$ cat config.mk
export PLATFORM = sky130hd
export DESIGN_NAME = player_move_ctrl
export DESIGN_NICKNAME = d
export VERILOG_FILES = /design/src/rtl/player_move_ctrl.sv
export SDC_FILE = /design/constraint.sdc
export NUM_CORES = 1
export LEC_CHECK = 0
export ABC_AREA = 1
export BUFFER_PORTS_ARGS = -buffer_cell sky130_fd_sc_hd__buf_2
export CAP_MARGIN = 20
export CORE_ASPECT_RATIO = 0.5
export CORE_MARGIN = 2
export CORE_UTILIZATION = 60
export DETAILED_ROUTE_END_ITERATION = 7
export PLACE_DENSITY = 0.85
export SLEW_MARGIN = 20
export SYNTH_ARGS = -nofsm -noshare
export SYNTH_HDL_FRONTEND = slang
export SYNTH_SLANG_ARGS = --single-unit
export TNS_END_PERCENT = 20
$ cat constraint.sdc
create_clock -name slowClk -period 6.5 [get_ports slowClk]
set_input_delay 0 -clock slowClk [delete_from_list [all_inputs] [get_ports slowClk]]
set_output_delay 0 -clock slowClk [all_outputs]
set_load 0.005 [all_outputs]
$ cat src/rtl/player_move_ctrl.sv
// Grid-stepping player controller: validates each move through an external
// collision check, and handles death, respawn and game-over sequencing.
module player_move_ctrl #(
    parameter int H_START       = 320,
    parameter int V_START       = 456,
    parameter int H_MIN         = 128,
    parameter int H_MAX         = 500,
    parameter int V_MIN         = 12,
    parameter int V_MAX         = 456,
    parameter int STEP          = 12,
    parameter int LIVES         = 3,
    parameter int RESPAWN_TICKS = 32
) (
    input  logic       slowClk,
    input  logic       rst,
    input  logic       tick,
    input  logic [3:0] btns,
    input  logic       hazard,
    output logic       chk_req,
    output logic [9:0] chk_h,
    output logic [9:0] chk_v,
    input  logic       chk_ack,
    input  logic       chk_blocked,
    output logic [9:0] hPos,
    output logic [9:0] vPos,
    output logic       player_dead,
    output logic [1:0] lives,
    output logic       game_over,
    output logic       busy
);

    typedef enum logic [1:0] {IDLE, CHECK, DEAD, OVER} state_t;

    localparam int TW = (RESPAWN_TICKS > 1) ? $clog2(RESPAWN_TICKS) : 1;
    localparam logic [TW-1:0]      TICK_LAST = TW'(RESPAWN_TICKS - 1);
    localparam logic signed [10:0] STEP_S    = 11'(STEP);
    localparam logic signed [10:0] H_MIN_S   = 11'(H_MIN);
    localparam logic signed [10:0] H_MAX_S   = 11'(H_MAX);
    localparam logic signed [10:0] V_MIN_S   = 11'(V_MIN);
    localparam logic signed [10:0] V_MAX_S   = 11'(V_MAX);

    state_t          state_q, state_d;
    logic [9:0]      hpos_q, hpos_d, vpos_q, vpos_d;
    logic [9:0]      chk_h_q, chk_h_d, chk_v_q, chk_v_d;
    logic            chk_req_q, chk_req_d;
    logic            dead_q, dead_d;
    logic            over_q, over_d;
    logic            busy_q, busy_d;
    logic [1:0]      lives_q, lives_d;
    logic [3:0]      wdg_q, wdg_d;
    logic [TW-1:0]   tick_cnt_q, tick_cnt_d;

    logic signed [10:0] tgt_h_s, tgt_v_s;
    logic               in_range_s;
    logic               hit_s;

    // Candidate target for the highest-priority requested direction
    always_comb begin
        tgt_h_s = $signed({1'b0, hpos_q});
        tgt_v_s = $signed({1'b0, vpos_q});
        if (btns[3]) begin
            tgt_v_s = $signed({1'b0, vpos_q}) - STEP_S;
        end else if (btns[2]) begin
            tgt_v_s = $signed({1'b0, vpos_q}) + STEP_S;
        end else if (btns[1]) begin
            tgt_h_s = $signed({1'b0, hpos_q}) - STEP_S;
        end else if (btns[0]) begin
            tgt_h_s = $signed({1'b0, hpos_q}) + STEP_S;
        end else begin
            tgt_h_s = $signed({1'b0, hpos_q});
        end
        in_range_s = (tgt_h_s >= H_MIN_S) && (tgt_h_s <= H_MAX_S) &&
                     (tgt_v_s >= V_MIN_S) && (tgt_v_s <= V_MAX_S);
    end

    // Next-state logic; a hazard while alive pre-empts everything, including an ack
    always_comb begin
        state_d    = state_q;
        hpos_d     = hpos_q;
        vpos_d     = vpos_q;
        chk_h_d    = chk_h_q;
        chk_v_d    = chk_v_q;
        chk_req_d  = chk_req_q;
        dead_d     = dead_q;
        over_d     = over_q;
        lives_d    = lives_q;
        wdg_d      = wdg_q;
        tick_cnt_d = tick_cnt_q;
        hit_s      = hazard && ((state_q == IDLE) || (state_q == CHECK));

        if (hit_s) begin
            state_d    = DEAD;
            dead_d     = 1'b1;
            chk_req_d  = 1'b0;
            lives_d    = (lives_q != 2'd0) ? (lives_q - 2'd1) : 2'd0;
            tick_cnt_d = '0;
        end else begin
            case (state_q)
                IDLE: begin
                    if (tick && (btns != 4'b0000) && in_range_s) begin
                        chk_h_d   = tgt_h_s[9:0];
                        chk_v_d   = tgt_v_s[9:0];
                        chk_req_d = 1'b1;
                        wdg_d     = 4'd0;
                        state_d   = CHECK;
                    end else begin
                        state_d = IDLE;
                    end
                end
                CHECK: begin
                    if (chk_ack) begin
                        chk_req_d = 1'b0;
                        state_d   = IDLE;
                        if (!chk_blocked) begin
                            hpos_d = chk_h_q;
                            vpos_d = chk_v_q;
                        end else begin
                            hpos_d = hpos_q;
                        end
                    end else if (wdg_q == 4'd14) begin
                        // Fifteenth unanswered cycle: give up, treat as blocked
                        chk_req_d = 1'b0;
                        state_d   = IDLE;
                    end else begin
                        wdg_d = wdg_q + 4'd1;
                    end
                end
                DEAD: begin
                    if (tick) begin
                        if (tick_cnt_q == TICK_LAST) begin
                            if (lives_q != 2'd0) begin
                                hpos_d  = 10'(H_START);
                                vpos_d  = 10'(V_START);
                                dead_d  = 1'b0;
                                state_d = IDLE;
                            end else begin
                                over_d  = 1'b1;
                                state_d = OVER;
                            end
                        end else begin
                            tick_cnt_d = tick_cnt_q + TW'(1);
                        end
                    end else begin
                        tick_cnt_d = tick_cnt_q;
                    end
                end
                OVER: begin
                    state_d = OVER;
                end
                default: begin
                    state_d = IDLE;
                end
            endcase
        end
        busy_d = (state_d == CHECK);
    end

    // State and output registers with synchronous reset
    always_ff @(posedge slowClk) begin
        if (rst) begin
            state_q    <= IDLE;
            hpos_q     <= 10'(H_START);
            vpos_q     <= 10'(V_START);
            chk_h_q    <= 10'd0;
            chk_v_q    <= 10'd0;
            chk_req_q  <= 1'b0;
            dead_q     <= 1'b0;
            over_q     <= 1'b0;
            busy_q     <= 1'b0;
            lives_q    <= 2'(LIVES);
            wdg_q      <= 4'd0;
            tick_cnt_q <= '0;
        end else begin
            state_q    <= state_d;
            hpos_q     <= hpos_d;
            vpos_q     <= vpos_d;
            chk_h_q    <= chk_h_d;
            chk_v_q    <= chk_v_d;
            chk_req_q  <= chk_req_d;
            dead_q     <= dead_d;
            over_q     <= over_d;
            busy_q     <= busy_d;
            lives_q    <= lives_d;
            wdg_q      <= wdg_d;
            tick_cnt_q <= tick_cnt_d;
        end
    end

    assign hPos        = hpos_q;
    assign vPos        = vpos_q;
    assign chk_h       = chk_h_q;
    assign chk_v       = chk_v_q;
    assign chk_req     = chk_req_q;
    assign player_dead = dead_q;
    assign game_over   = over_q;
    assign busy        = busy_q;
    assign lives       = lives_q;

endmodule

==> flow_metrics.env <==
export IMPL_status="finished clean"
export IMPL_slew_violations=0
export IMPL_slowest_delay_ns=0.43
export IMPL_wl_per_cell_um=13.54
export IMPL_cts_sinks=57
export IMPL_worst_pin_slew_ns=0.5955
export IMPL_core_area_um2=4977
export IMPL_grt_max_degree=38
export IMPL_die_w_um=106.2
export IMPL_peakVddDrop_uv=178.7
export IMPL_critPathMaxFanout=22
export IMPL_crit_start="hPos[2]"
export IMPL_cts_root_buf="clkbuf_8"
export IMPL_period_minus_slack_ns=2.746
export IMPL_syn_nets=494
export IMPL_grtUsageTotal_pct=28.96
export IMPL_synth_ff_type="dfxtp_1"
export IMPL_cp_slowest_cell="dfxtp_1"
export IMPL_min_from="rst"
export IMPL_cts_buffer_depth=2
export IMPL_num_rows=18
export IMPL_syn_avg_cell_area_um2=6.585
export IMPL_arrival_ns=2.98
export IMPL_multi_input_area_um2=1667
export IMPL_insertion_delay_ns=0.35
export IMPL_numCtsBuffers=9
export IMPL_synth_area_leader_cell="dfxtp_1"
export IMPL_register_area_um2=1141
export IMPL_critPathTopFamily="simple AND/OR/NAND/NOR gates"
export IMPL_crit_chain="inv_1 > ha_1 > inv_1 > nand3_1 > o21ai_0 > nand3_1 > nand2_1 > nand2_1 > nand2_1 > nand2_1 > inv_1 > nand3_2 > nor2_4 > inv_4 > a21oi_1 > nor2_1"
export IMPL_hpwl_mm=5.732
export IMPL_hold_viol=0
export IMPL_dieArea_um2=5853
export IMPL_rsz0062_at_grt="false"
export IMPL_ys_top_cells_by_area="dfxtp_1 (36%), nand2_1 (13%), nor2_1 (9.0%)"
export IMPL_period_share_pct=42.25
export IMPL_wl_mm=8.139
export IMPL_drtAntennaViolNets=0
export IMPL_ys_ff_latch=57
export IMPL_yosysTopAreaCellShare_pct=36.41
export IMPL_via_count=3273
export IMPL_io_pins=56
export IMPL_drive_above_1_share_pct=17.33
export IMPL_h_tree_depth=3
export IMPL_port_buffers=55
export IMPL_cts_resized=0
export IMPL_die_y_um=55.11
export IMPL_hold_buffers=1
export IMPL_rrSetupSlack_ns=3.75
export IMPL_synth_cell_types=33
export IMPL_post_route_util_pct=72.17
export IMPL_cts_clk_slew_worst_paths_ns=0.08
export IMPL_cts_tree="yes"
export IMPL_grt_pass1_wl_mm=12.74
export IMPL_n_antenna_cell=0
export IMPL_grt_pass1_vias=2648
export IMPL_drc=0
export IMPL_r2r_end="chk_h[5]"
export IMPL_hold_depth=2
export IMPL_rr_worst_depth=16
export IMPL_fmax_mhz=364.2
export IMPL_worstSetupEndpoint="chk_h[5]"
export IMPL_end_kind="flip-flop"
export IMPL_cp_depth=16
export IMPL_tns_ns=0
export IMPL_viasPerCell=5.446
export IMPL_initial_core_util_pct=62.97
export IMPL_synth_warnings=0
export IMPL_nets=544
export IMPL_startpoint_type="flip-flop"
export IMPL_ys_seq_area_share_pct=36.41
export IMPL_async_flop_share_pct=0
export IMPL_leakage_nw=1.730
export IMPL_synth_edf_count=0
export IMPL_r2r_start="hPos[2]"
export IMPL_routabilityCongestion=0.9103
export IMPL_grt_overflow=0
export IMPL_flow_area_growth_from_synthesis_pct=14.61
export IMPL_fin_skew_ns=0.009937
export IMPL_finalSetupViolCount=0
export IMPL_antenna_found_initial=0
export IMPL_netlist_instances=476
export IMPL_nFillCells=452
export IMPL_worstSetupPathType="reg -> reg"
export IMPL_powerDensity_nw_per_um2=232.5
export IMPL_drv_cap=0
export IMPL_yosys_top_cells_count="nand2_1 (109), nor2_1 (75), dfxtp_1 (57), nand3_1 (54), inv_1 (47)"
export IMPL_path_buf_inv=4
export IMPL_worstHoldPathType="in -> reg"
export IMPL_dr_pass1_iters=5
export IMPL_cp_required_ns=6.74
export IMPL_slew_headroom_pct=60.24
export IMPL_yosysMostFrequentCell="nand2_1"
export IMPL_drt_iter0_drc=232
export IMPL_synthesis_area_um2=3134
export IMPL_post_cts_setup_buffers=0
export IMPL_cpMostUsedCell="nand2_1"
## logic make-up after synthesis
family,share of synthesized area [%]
AO/OA/AOI/OAI,13.13
flip-flops,36.41
buffers and inverters,10.42
adder cells (fa/ha/maj),3.194
AND/OR/NAND/NOR,35.73
XOR/XNOR,1.118
## final cells by class
class,count,share of cell area [%]
multi-input cells,345,46.39
flip-flops and latches,57,31.77
repair buffers,57,8.150
inverters,56,5.921
clock buffers,11,4.215
well taps,70,2.438
clock inverters,5,1.115
## placed cells by master (no fill, tap or decap), types with 3 or more instances in the layout
master      netlist  routed
clkbuf_8          0      11
o21ai_0          25      25
dfxtp_1          57      57
nand4_1           6       6
xor2_1            3       3
inv_1            47      47
nand2_1         109     109
o211ai_1          7       7
clkinvlp_4        0       3
nor3_1            3       3
buf_2             4      55
nand3_1          54      54
o22ai_1           9       9
ha_1              8       8
a21oi_1          20      20
nor2_2            4       4
inv_2             7       7
o21ai_1           9       9
nor2_1           75      75
## stage by stage
step	cells	power, W	hold WS, ns	area, um2	setup WS [ns]
global route	601	0.0008700	0.01526	3592	3.504
global placement	584	0.0005193	0.3348	3391	3.869
detailed placement	584	0.0005211	0.3326	3391	3.816
floorplan	476	0.0004798	0.1516	3134	4.396
CTS	601	0.0008342	0.002688	3592	3.796
finish	601	0.0008351	0.01107	3592	3.754
## state kept, by name (all words and copies together), names as in the netlist
name         flops
tick_cnt_q       5
game_over        1
player_dead      1
chk_v           10
chk_req          1
busy             1
state_q          2
hPos            10
wdg_q            4
lives            2
chk_h           10
vPos            10
## power by group
part / switching [W] / internal [W]
logic: 0.0000876 / 0.0000438
clock network: 0.000158 / 0.000160
registers: 0.0000181 / 0.000368
## worst min-delay path by stage
| stage | to | slack, ns |
|---|---|---|
| after floorplan | state_q[1] | 0.15 |
| after CTS | chk_v[7] | 0.003 |
| final | chk_h[9] | 0.01 |
| after detailed placement | state_q[1] | 0.33 |
| after global routing | state_q[1] | 0.02 |
| after global placement | state_q[1] | 0.33 |
## layer usage
layer  routed length (um)  track usage (%)  up-vias
li1                     -                -     1645
met1                 3808            40.16     1466
met2                 3442            44.02      152
met3                  820            9.719       10
met4                   68            7.018        0
met5                    0                0        -
## worst register-to-register path, cell delays in order (launching register included)
cell	delay [ns]
dfxtp_1	0.43
inv_1	0.11
ha_1	0.24
inv_1	0.06
nand3_1	0.05
o21ai_0	0.29
nand3_1	0.12
nand2_1	0.07
nand2_1	0.10
nand2_1	0.08
nand2_1	0.05
inv_1	0.06
nand3_2	0.14
nor2_4	0.42
inv_4	0.18
a21oi_1	0.18
nor2_1	0.05
No activity file was read; power rests on OpenSTA's default activity.
